[src/rtl/red_pitaya_bus_pkg.sv]
// rtl/red_pitaya_bus_pkg.sv - shared types and constants for sys-bus bridges
package red_pitaya_bus_pkg;

  typedef enum logic [1:0] {
    ST_IDLE = 2'd0,
    ST_REQ  = 2'd1,
    ST_WAIT = 2'd2,
    ST_RESP = 2'd3
  } bus_state_e;

  localparam int BUS_AW = 32;
  localparam int BUS_DW = 32;

  // Response-code bit positions, shared by every bridge that reports bus outcomes
  localparam int RSP_CODE_W   = 2;
  localparam int RSP_ERR_BIT  = 0;
  localparam int RSP_TOUT_BIT = 1;

endpackage

[src/rtl/red_pitaya_bus_master.sv]
// rtl/red_pitaya_bus_master.sv - single-transaction sys-bus initiator with timeout
module red_pitaya_bus_master
  import red_pitaya_bus_pkg::*;
#(
  parameter int AW      = BUS_AW,
  parameter int DW      = BUS_DW,
  parameter int TIMEOUT = 255
) (
  input  logic            clk_i,
  input  logic            rst_i,
  input  logic            cmd_valid_i,
  output logic            cmd_ready_o,
  input  logic            cmd_we_i,
  input  logic [AW-1:0]   cmd_addr_i,
  input  logic [DW-1:0]   cmd_wdata_i,
  input  logic [DW/8-1:0] cmd_sel_i,
  output logic            rsp_valid_o,
  input  logic            rsp_ready_i,
  output logic [DW-1:0]   rsp_rdata_o,
  output logic            rsp_err_o,
  output logic            rsp_tout_o,
  output logic            busy_o,
  output logic [AW-1:0]   sys_addr_o,
  output logic [DW-1:0]   sys_wdata_o,
  output logic [DW/8-1:0] sys_sel_o,
  output logic            sys_wen_o,
  output logic            sys_ren_o,
  input  logic [DW-1:0]   sys_rdata_i,
  input  logic            sys_err_i,
  input  logic            sys_ack_i
);

  localparam int CW = $clog2(TIMEOUT + 1);
  localparam logic [CW-1:0] TOUT_LAST = CW'(TIMEOUT - 1);

  bus_state_e state, state_next;
  logic [CW-1:0] cnt;
  logic we_q;
  logic accept, hit, expire;
  logic [RSP_CODE_W-1:0] rsp_code;

  assign accept = cmd_valid_i & cmd_ready_o;
  assign hit    = sys_ack_i | sys_err_i;
  assign expire = (cnt == TOUT_LAST);

  always_comb begin
    state_next = state;
    case (state)
      ST_IDLE: if (accept) state_next = ST_REQ;
      ST_REQ:  state_next = ST_WAIT;
      ST_WAIT: if (hit || expire) state_next = ST_RESP;
      ST_RESP: if (rsp_ready_i) state_next = ST_IDLE;
      default: state_next = ST_IDLE;
    endcase
  end

  // Timeout is reported only when no ack/err arrived in the final WAIT cycle
  always_comb begin
    rsp_code = '0;
    rsp_code[RSP_ERR_BIT]  = sys_err_i;
    rsp_code[RSP_TOUT_BIT] = ~hit;
  end

  always_ff @(posedge clk_i or posedge rst_i) begin
    if (rst_i) state <= ST_IDLE;
    else       state <= state_next;
  end

  always_ff @(posedge clk_i or posedge rst_i) begin
    if (rst_i) begin
      cmd_ready_o <= 1'b1;
      busy_o      <= 1'b0;
      rsp_valid_o <= 1'b0;
      rsp_rdata_o <= '0;
      rsp_err_o   <= 1'b0;
      rsp_tout_o  <= 1'b0;
      sys_addr_o  <= '0;
      sys_wdata_o <= '0;
      sys_sel_o   <= '0;
      sys_wen_o   <= 1'b0;
      sys_ren_o   <= 1'b0;
      we_q        <= 1'b0;
      cnt         <= '0;
    end else begin
      cmd_ready_o <= (state_next == ST_IDLE);
      busy_o      <= (state_next != ST_IDLE);
      rsp_valid_o <= (state_next == ST_RESP);
      sys_wen_o   <= 1'b0;
      sys_ren_o   <= 1'b0;

      if (state == ST_IDLE && accept) begin
        sys_addr_o  <= cmd_addr_i;
        sys_wdata_o <= cmd_wdata_i;
        sys_sel_o   <= cmd_sel_i;
        sys_wen_o   <= cmd_we_i;
        sys_ren_o   <= ~cmd_we_i;
        we_q        <= cmd_we_i;
      end

      if (state == ST_REQ) cnt <= '0;

      if (state == ST_WAIT) begin
        if (hit || expire) begin
          rsp_err_o   <= rsp_code[RSP_ERR_BIT];
          rsp_tout_o  <= rsp_code[RSP_TOUT_BIT];
          rsp_rdata_o <= (hit && !sys_err_i && !we_q) ? sys_rdata_i : '0;
        end else begin
          cnt <= cnt + 1'b1;
        end
      end
    end
  end

endmodule
[config.mk]
export PLATFORM = sky130hd
export DESIGN_NAME = red_pitaya_bus_master
export DESIGN_NICKNAME = d
export VERILOG_FILES = /design/src/rtl/red_pitaya_bus_pkg.sv /design/src/rtl/red_pitaya_bus_master.sv
export SDC_FILE = /design/constraint.sdc
export NUM_CORES = 1
export LEC_CHECK = 0
export BUFFER_PORTS_ARGS = -buffer_cell sky130_fd_sc_hd__buf_2
export CORE_AREA = 5 5 113 115
export CTS_CLUSTER_SIZE = 12
export DETAILED_ROUTE_END_ITERATION = 7
export DIE_AREA = 0 0 118 120
export GPL_TIMING_DRIVEN = 0
export HOLD_SLACK_MARGIN = 0.15
export PLACE_DENSITY = 0.76
export SYNTH_ARGS = -nofsm -noshare
export SYNTH_HDL_FRONTEND = slang
export SYNTH_SLANG_ARGS = --single-unit
[constraint.sdc]
create_clock -name clk_i -period 6.68 [get_ports clk_i]
set_input_delay 1.002 -clock clk_i [delete_from_list [all_inputs] [get_ports clk_i]]
set_output_delay 1.002 -clock clk_i [all_outputs]
set_load 0.1 [all_outputs]
# Word level (Yosys, flattened, before mapping)

Index checks and enable logic that the tools add are counted.

Register bits: 118
Bits of input ports: 107
Output and inout port bits: 107
Word-level logic and storage cells: 44

Add/subtract/negate cells: 1
Eq/ne operators: 5
Multiplexer cells: 10
Bitwise gates (word level): 4
Reduce and logical (&&, ||, !) cells: 10

Operators with widths:

| kind                                                 | number |
|---|---|
| two-way mux 32 bit                                   | 1 |
| two-way mux 8 bit                                    | 3 |
| adder 8 x 1 -> 8 bit (second input constant)         | 1 |
| equality test 8 bit (second input constant)          | 1 |
| case mux 2 bit (4 select lines)                      | 1 |
| equality test 2 bit (second input constant)          | 3 |
| two-way mux 2 bit                                    | 3 |
| logical NOT 2 bit                                    | 2 |
| logical AND 1 bit                                    | 3 |
| equality test 2 x 1 -> 1 bit (second input constant) | 1 |
| logical NOT 1 bit                                    | 2 |
| two-way mux 1 bit                                    | 2 |
| NOT 1 bit                                            | 2 |
| AND reduction 2 bit                                  | 1 |
| nonzero test 2 bit                                   | 1 |
| AND 1 bit                                            | 1 |
| logical OR 1 bit                                     | 1 |
| OR 1 bit                                             | 1 |

# Depth between registers and ports, before layout

Gate-level depths: netlist (run 1).

Word-level depth: 5
Gate-level depth with buffers: 7
Mapped depth without buffers: 6

# Least setup slack after synthesis (run 1)

No wires, ideal clock.

Kind: input to register
From: input port sys_err_i
To: register cnt[5]
Arrival time: 1.873 ns
Data required time: 6.602 ns
Setup slack: 4.729 ns
Stages on the path: 4
Path through: nor2_2 > o211ai_4 > or4_1 > a21boi_1

Longest elaborated chain between the ends: 4

RTL lines:

| what                 | RTL line                     | source |
|---|---|---|
| start, declared      | red_pitaya_bus_master.sv:29  | `input logic sys_err_i,` |
| OR 1 bit             | red_pitaya_bus_master.sv:43  | `assign hit = sys_ack_i \| sys_err_i;` |
| logical OR 1 bit     | red_pitaya_bus_master.sv:103 | `if (hit \|\| expire) begin` |
| two-way mux 8 bit    | red_pitaya_bus_master.sv:103 |  |
| two-way mux 8 bit    | red_pitaya_bus_master.sv:102 | `if (state == ST_WAIT) begin` |
| end signal, assigned | red_pitaya_bus_master.sv:108 | `cnt <= cnt + 1'b1;` |
| end, declared        | red_pitaya_bus_master.sv:37  | `logic [CW-1:0] cnt;` |

Every way passes these cells.
A chain may end at the register's enable or synchronous reset.

# Final worst setup path (run 1)

From: register cmd_ready_o
To: output port cmd_ready_o

RTL lines:

| what                   | RTL line                    | source |
|---|---|---|
| start, declared        | red_pitaya_bus_master.sv:12 | `output logic cmd_ready_o,` |
| start signal, assigned | red_pitaya_bus_master.sv:85 | `cmd_ready_o <= (state_next == ST_IDLE);` |

No word-level cell between the ends.

==> results of run 1 <==
-- routing by layer --
layer  global-route usage  routed length, µm  vias up
li1                     -                  -     1907
met1                0.207               5070     1810
met2                0.280               5810      174
met3               0.0740               1140       21
met4               0.0789                243        0
met5                    0                  0        -
-- state kept, by name, summed over array words and instances (netlist names) --
register / count
busy_o: 1
cmd_ready_o: 1
cnt: 8
rsp_err_o: 1
rsp_rdata_o: 32
rsp_tout_o: 1
rsp_valid_o: 1
state: 2
sys_addr_o: 32
sys_ren_o: 1
sys_sel_o: 4
sys_wdata_o: 32
sys_wen_o: 1
we_q: 1
-- synthesized netlist by cell type --
cell type / n / area, µm²
nand2_1: 208 / 781
dfrtp_1: 117 / 2930
a22o_1: 34 / 298
buf_2: 14 / 70.1
clkbuf_1: 8 / 30.0
nand3_1: 8 / 40.0
nor2_1: 7 / 26.3
and3_1: 4 / 25.0
inv_1: 4 / 15.0
o21ai_0: 4 / 20.0
and2_1: 3 / 18.8
a21oi_1: 2 / 10.0
a221o_1: 2 / 20.0
ha_1: 2 / 25.0
nor3b_1: 2 / 15.0
o211a_1: 2 / 20.0
a211o_1: 1 / 8.76
a21boi_1: 1 / 7.51
a21o_1: 1 / 7.51
and4_1: 1 / 8.76
buf_4: 1 / 7.51
buf_6: 1 / 11.3
dfstp_2: 1 / 26.3
nand2b_1: 1 / 6.26
nand4_1: 1 / 6.26
nand4_2: 1 / 12.5
nor2_2: 1 / 6.26
nor2b_2: 1 / 8.76
nor3_1: 1 / 5.00
o211ai_4: 1 / 21.3
o21ai_1: 1 / 5.00
o31ai_1: 1 / 7.51
or2_1: 1 / 6.26
or4_1: 1 / 7.51
xnor2_1: 1 / 8.76
xor2_1: 1 / 8.76
-- path summary, 6_finish.rpt --
check,start,to,depth (start not counted)
worst min-delay path,sys_wdata_o[18],sys_wdata_o[18],2
worst min register to register,sys_wdata_o[18],sys_wdata_o[18],2
worst max register to register,cnt[0],rsp_rdata_o[4],7
min in group asynchronous,rst_i,rsp_rdata_o[29],2
worst max-delay path,cmd_ready_o,cmd_ready_o,1
max in group asynchronous,rst_i,sys_wdata_o[23],3
-- cells by family after synthesis --
| kind of cell | after synthesis | share of synthesized area |
|---|---|---|
| DFF | 118 | 0.652 |
| AOI/OAI and AO/OA | 50 | 0.0939 |
| buffers and inverters | 28 | 0.0296 |
| xor gates and xnor gates | 2 | 0.00387 |
| and+or+nand+nor | 241 | 0.215 |
| adders and majority gates | 2 | 0.00552 |
-- per-stage QoR --
stage	hold slack [ns]	cell area, µm²	setup slack [ns]	utilization	cells
global placement	0.454	5780	1.43	0.493	801
finish	0.465	6380	4.32	0.545	834
global route	0.486	6380	4.27	0.545	834
floorplan	0.450	4530	2.55	-	441
detailed placement	0.456	5810	4.41	0.496	802
CTS	0.469	6380	4.29	0.545	834
-- area by class of cell --
class	instances	area share
Tap cell	147	0.0288
Clock buffer	27	0.0773
Inverter	4	0.00275
Clock inverter	5	0.0118
Multi-Input combinational cell	295	0.226
Buffer	24	0.0186
Timing Repair Buffer	214	0.171
Sequential cell	118	0.463
==> impl_results.md, run 1 <==
- Final TNS setup: 0 ns
- Status: completed
- Number of global-route vias before repair: 3967
- Worst path max stage delay: 0.53 ns
- Vias/cell: 4.69
- Cts hold-fix bufs: 0
- CP max-delay cell: dfstp_2
- Fill cells: 1051
- Worst Path Arrival: 1.36 ns
- CP max FO: 3
- Flop2flop setup slack: 4.77 ns
- ANT cells: 0
- Max-cap violations: 0
- Commonest non-fill, non-tap cell in the layout: buf_2
- Tmin final: 2.36 ns
- Buffers plus inverters on the worst setup path: 1
- Syn Std Cell Area: 4530 µm²
- Port bufs: 213
- Worst min path class: reg2reg
- Post-synthesis net count: 550
- Num CTS Buffers: 17
- Area of the multi-input gates: 1440 µm²
- Detail Route Antenna Nets: 0
- Sink Count: 118
- CP required: 5.68 ns
- Critical path endpoint category: output pin
- Final slew viol count: 0
- Setup Buffers After CTS: 0
- DP HPWL: 9270 µm
- Global Route Usage Sum: 0.176
- Std-Cell Rows: 40
- CP cell instances: buf_2
- Vert. Die Dim: 120 µm
- Grt ovf: 0
- Syn Area/Cell: 10.3 µm²
- Die footprint: 14200 µm²
- Share of layout cells above drive strength 1: 0.380
- H-tree levels: 4
- Sequential share of the synthesized area: 0.652
- Register Area: 2950 µm²
- Final nets: 783
- Drt initial violations: 175
- Clk_skew: 0.00538 ns
- Clock-pin slew on the worst setup and hold paths: 0.05 ns
- WS Path Type: reg2out
- Clock Latency Late Sink: 0.40 ns
- CP Launch Type: register
- Final number of setup-violating endpoints: 0
- WL per Instance: 14.7 µm
- Hold Vio Cnt, Final: 0
- Initial antenna violation count: 0
- IO Pins: 214
- Initial Utilization: 0.387
- Synth cell types: 36
- Core ar.: 11700 µm²
- CTS tree: done
- First-pass GRT wire length: 19700 µm
- Via count: 3912
- Root Buffer: clkbuf_16
- Area Growth Syn to Fin: 40.8%
- RSZ-0062 raised after global routing: no
- Initial DRT Pass Iterations: 4
- Max_slew headroom: 0.540
- Flops & latches, synth: 118
- Gpl congestion: 0.795
- Post-Route WL: 12300 µm
- DRC: 0
- Yosys warns: 0
- Max Buffers Root-to-Sink: 2
- FMAX: 424 MHz
- Measured slew at the worst slew-check pin: 0.691 ns
- Post-cts sizing count: 0
- Crit-path leading delay family: flip-flops
- Part of the cycle the worst path needs: 0.353
- Largest net degree at the start of global routing: 65
- Cell count after synthesis: 441
- Die X: 118 µm
- Commonest non-fill, non-tap cells in the layout: 227 x buf_2, 208 x nand2_1, 117 x dfrtp_1
Power of run 1 is left out: the tool's default activity adds up to more than one toggle a clock period on the data nets, which glitch-free logic cannot reach.
==> inputs of run 2 (changes only) <==
clock period = 2.4 ns   (was 6.68 ns; I/O delays follow)
==> run 2 against run 1 <==
Net effect:
- sequential cell count unchanged
- worst hold slack got worse by 0.30 ns
- cell area increased by 10%
- clock skew increased by 0.0018 ns
- critical endpoint is now rsp_rdata_o[7]
- register-to-register slack got worse by 4.3 ns
- non-clock buffer count increased by 62
- cell count increased by 7.4%
==> impl_results.md, run 2 (synthesis results as in run 1) <==
- Status: completed
- Final slew viol count: 0
- DP HPWL: 9330 µm
- DR top layer: met4
- Initial antenna violation count: 0
- Final nets: 845
- RSZ-0062 raised after global routing: no
- Max_slew headroom: 0.559
- Max-cap violations: 0
- Initial DRT Pass Iterations: 7
- Wire length on met2: 6830 µm
- Commonest non-fill, non-tap cells in the layout: 227 x buf_2, 208 x nand2_1, 117 x dfrtp_1
- Detail Route Antenna Nets: 0
- WP depth: 7
- Hold Vio Cnt, Final: 0
- R2R cell count: 7
- Part of the cycle the worst path needs: 0.789
- CP max-delay cell: dfrtp_1
- R2r startpoint: cnt[0]
- Global Route Usage Sum: 0.199
- Gpl congestion: 0.820
- Worst Hold Depth: 3
- Drt initial violations: 236
- Flop2flop setup slack: 0.51 ns
- Clk_skew: 0.00721 ns
- Number of global-route vias before repair: 4575
- Reg-to-reg endpoint: rsp_rdata_o[7]
- Std-Cell Rows: 40
- Commonest non-fill, non-tap cell in the layout: buf_2
- CP Launch Type: register
- CP required: 2.68 ns
- CTS tree: done
- Critical path endpoint category: register
- Grt ovf: 0
- Critical Path End: rsp_rdata_o[7]
- Measured slew at the worst slew-check pin: 0.659 ns
- Hold_ws: 0.168 ns
- IO Pins: 214
- Via count: 4319
- Setup Buffers After CTS: 0
- Die footprint: 14200 µm²
- Post-Route WL: 13900 µm
- WS Path Type: reg2reg
- Final Core Density: 0.601
- CP max FO: 10
- Core ar.: 11700 µm²
- Metal3 WL: 1140 µm
- Largest net degree at the start of global routing: 39
- Worst path max stage delay: 0.45 ns
- Tmin final: 1.89 ns
- Pre-CTS WS: 0.477 ns
- Largest registers: rsp_rdata_o x32, sys_addr_o x32, sys_wdata_o x32
- Final WS setup: 0.506 ns
- Crit-path leading delay family: compound AO/OA/AOI/OAI gates
- FMAX: 528 MHz
- DRT met1 WL: 5470 µm
- Initial Utilization: 0.387
- Worst hold path startpoint: cmd_addr_i[21]
- H-tree levels: 4
- Num CTS Buffers: 17
- Worst min path class: in2reg
- Root Buffer: clkbuf_16
- Final number of setup-violating endpoints: 0
- Area Growth Syn to Fin: 55.4%
- Vias/cell: 4.82
- Sink Count: 118
- CP Launch Point: cnt[0]
- Worst Path Arrival: 2.18 ns
- Final TNS setup: 0 ns
- ANT cells: 0
- Buffers plus inverters on the worst setup path: 2
- DRC: 0
- Port bufs: 213
- Clock Latency Late Sink: 0.40 ns
- Vert. Die Dim: 120 µm
- CP cell instances: inv_1 > ha_1 > nand3_1 > o21ai_1 > nand2_1 > buf_2 > a22o_1
- Clock-pin slew on the worst setup and hold paths: 0.05 ns
- WL per Instance: 15.5 µm
- Share of layout cells above drive strength 1: 0.358
- First-pass GRT wire length: 22600 µm
- Die X: 118 µm
- Max Buffers Root-to-Sink: 2
-- run 2: cell types whose count changed in the layout (fill, tap and decap cells not counted) --
cell           before  now
clkinv_2            3    4
clkbuf_8            3    5
dlygate4sd3_1       0   60
clkinvlp_4          0    3
buf_12              0    3
clkbuf_1           15   10
buf_16              1    0
inv_4               1    0
-- run 2: worst min-delay path by stage --
stage                                  to  slack [ns]
final                      sys_addr_o[21]        0.17
after floorplan                 sys_ren_o        0.43
after detailed placement  sys_wdata_o[18]        0.46
after global routing       sys_addr_o[11]        0.16
after CTS                  sys_addr_o[25]        0.15
after global placement      sys_addr_o[4]        0.45
-- run 2: worst register-to-register path: stages, from the launching register on --
cell	delay (ns)
dfrtp_1	0.45
inv_1	0.09
ha_1	0.15
nand3_1	0.18
o21ai_1	0.26
nand2_1	0.20
buf_2	0.24
a22o_1	0.21
-- run 2: cell type report --
class                           count  area, µm²
Fill cell                         954       4670
Sequential cell                   118       2950
Timing Repair Buffer              276       1730
Multi-Input combinational cell    295       1440
Clock buffer                       24        502
Tap cell                          147        184
Buffer                             24        119
Clock inverter                      8       95.1
Inverter                            4       18.8
-- run 2: routing by layer --
metal	vias to the layer above	global-route usage
met1	2024	0.229
li1	2039	-
met5	-	0
met3	44	0.0726
met2	212	0.328
met4	0	0.0982
-- run 2: per-stage QoR --
step | cells | instance area [µm²]
after floorplan | 441 | 4530
final | 896 | 7040
after global routing | 896 | 7040
after detailed placement | 804 | 5840
after CTS | 896 | 7040
after global placement | 801 | 5780
-- run 2: repair_timing --
| action | 4_1_cts | 5_1_grt |
|---|---|---|
| hold buffers | 60 | 0 |
| hold endpoints to repair | 84 | 0 |
| gates resized for setup | 0 | 0 |
Power of run 2 is left out for the same reason.
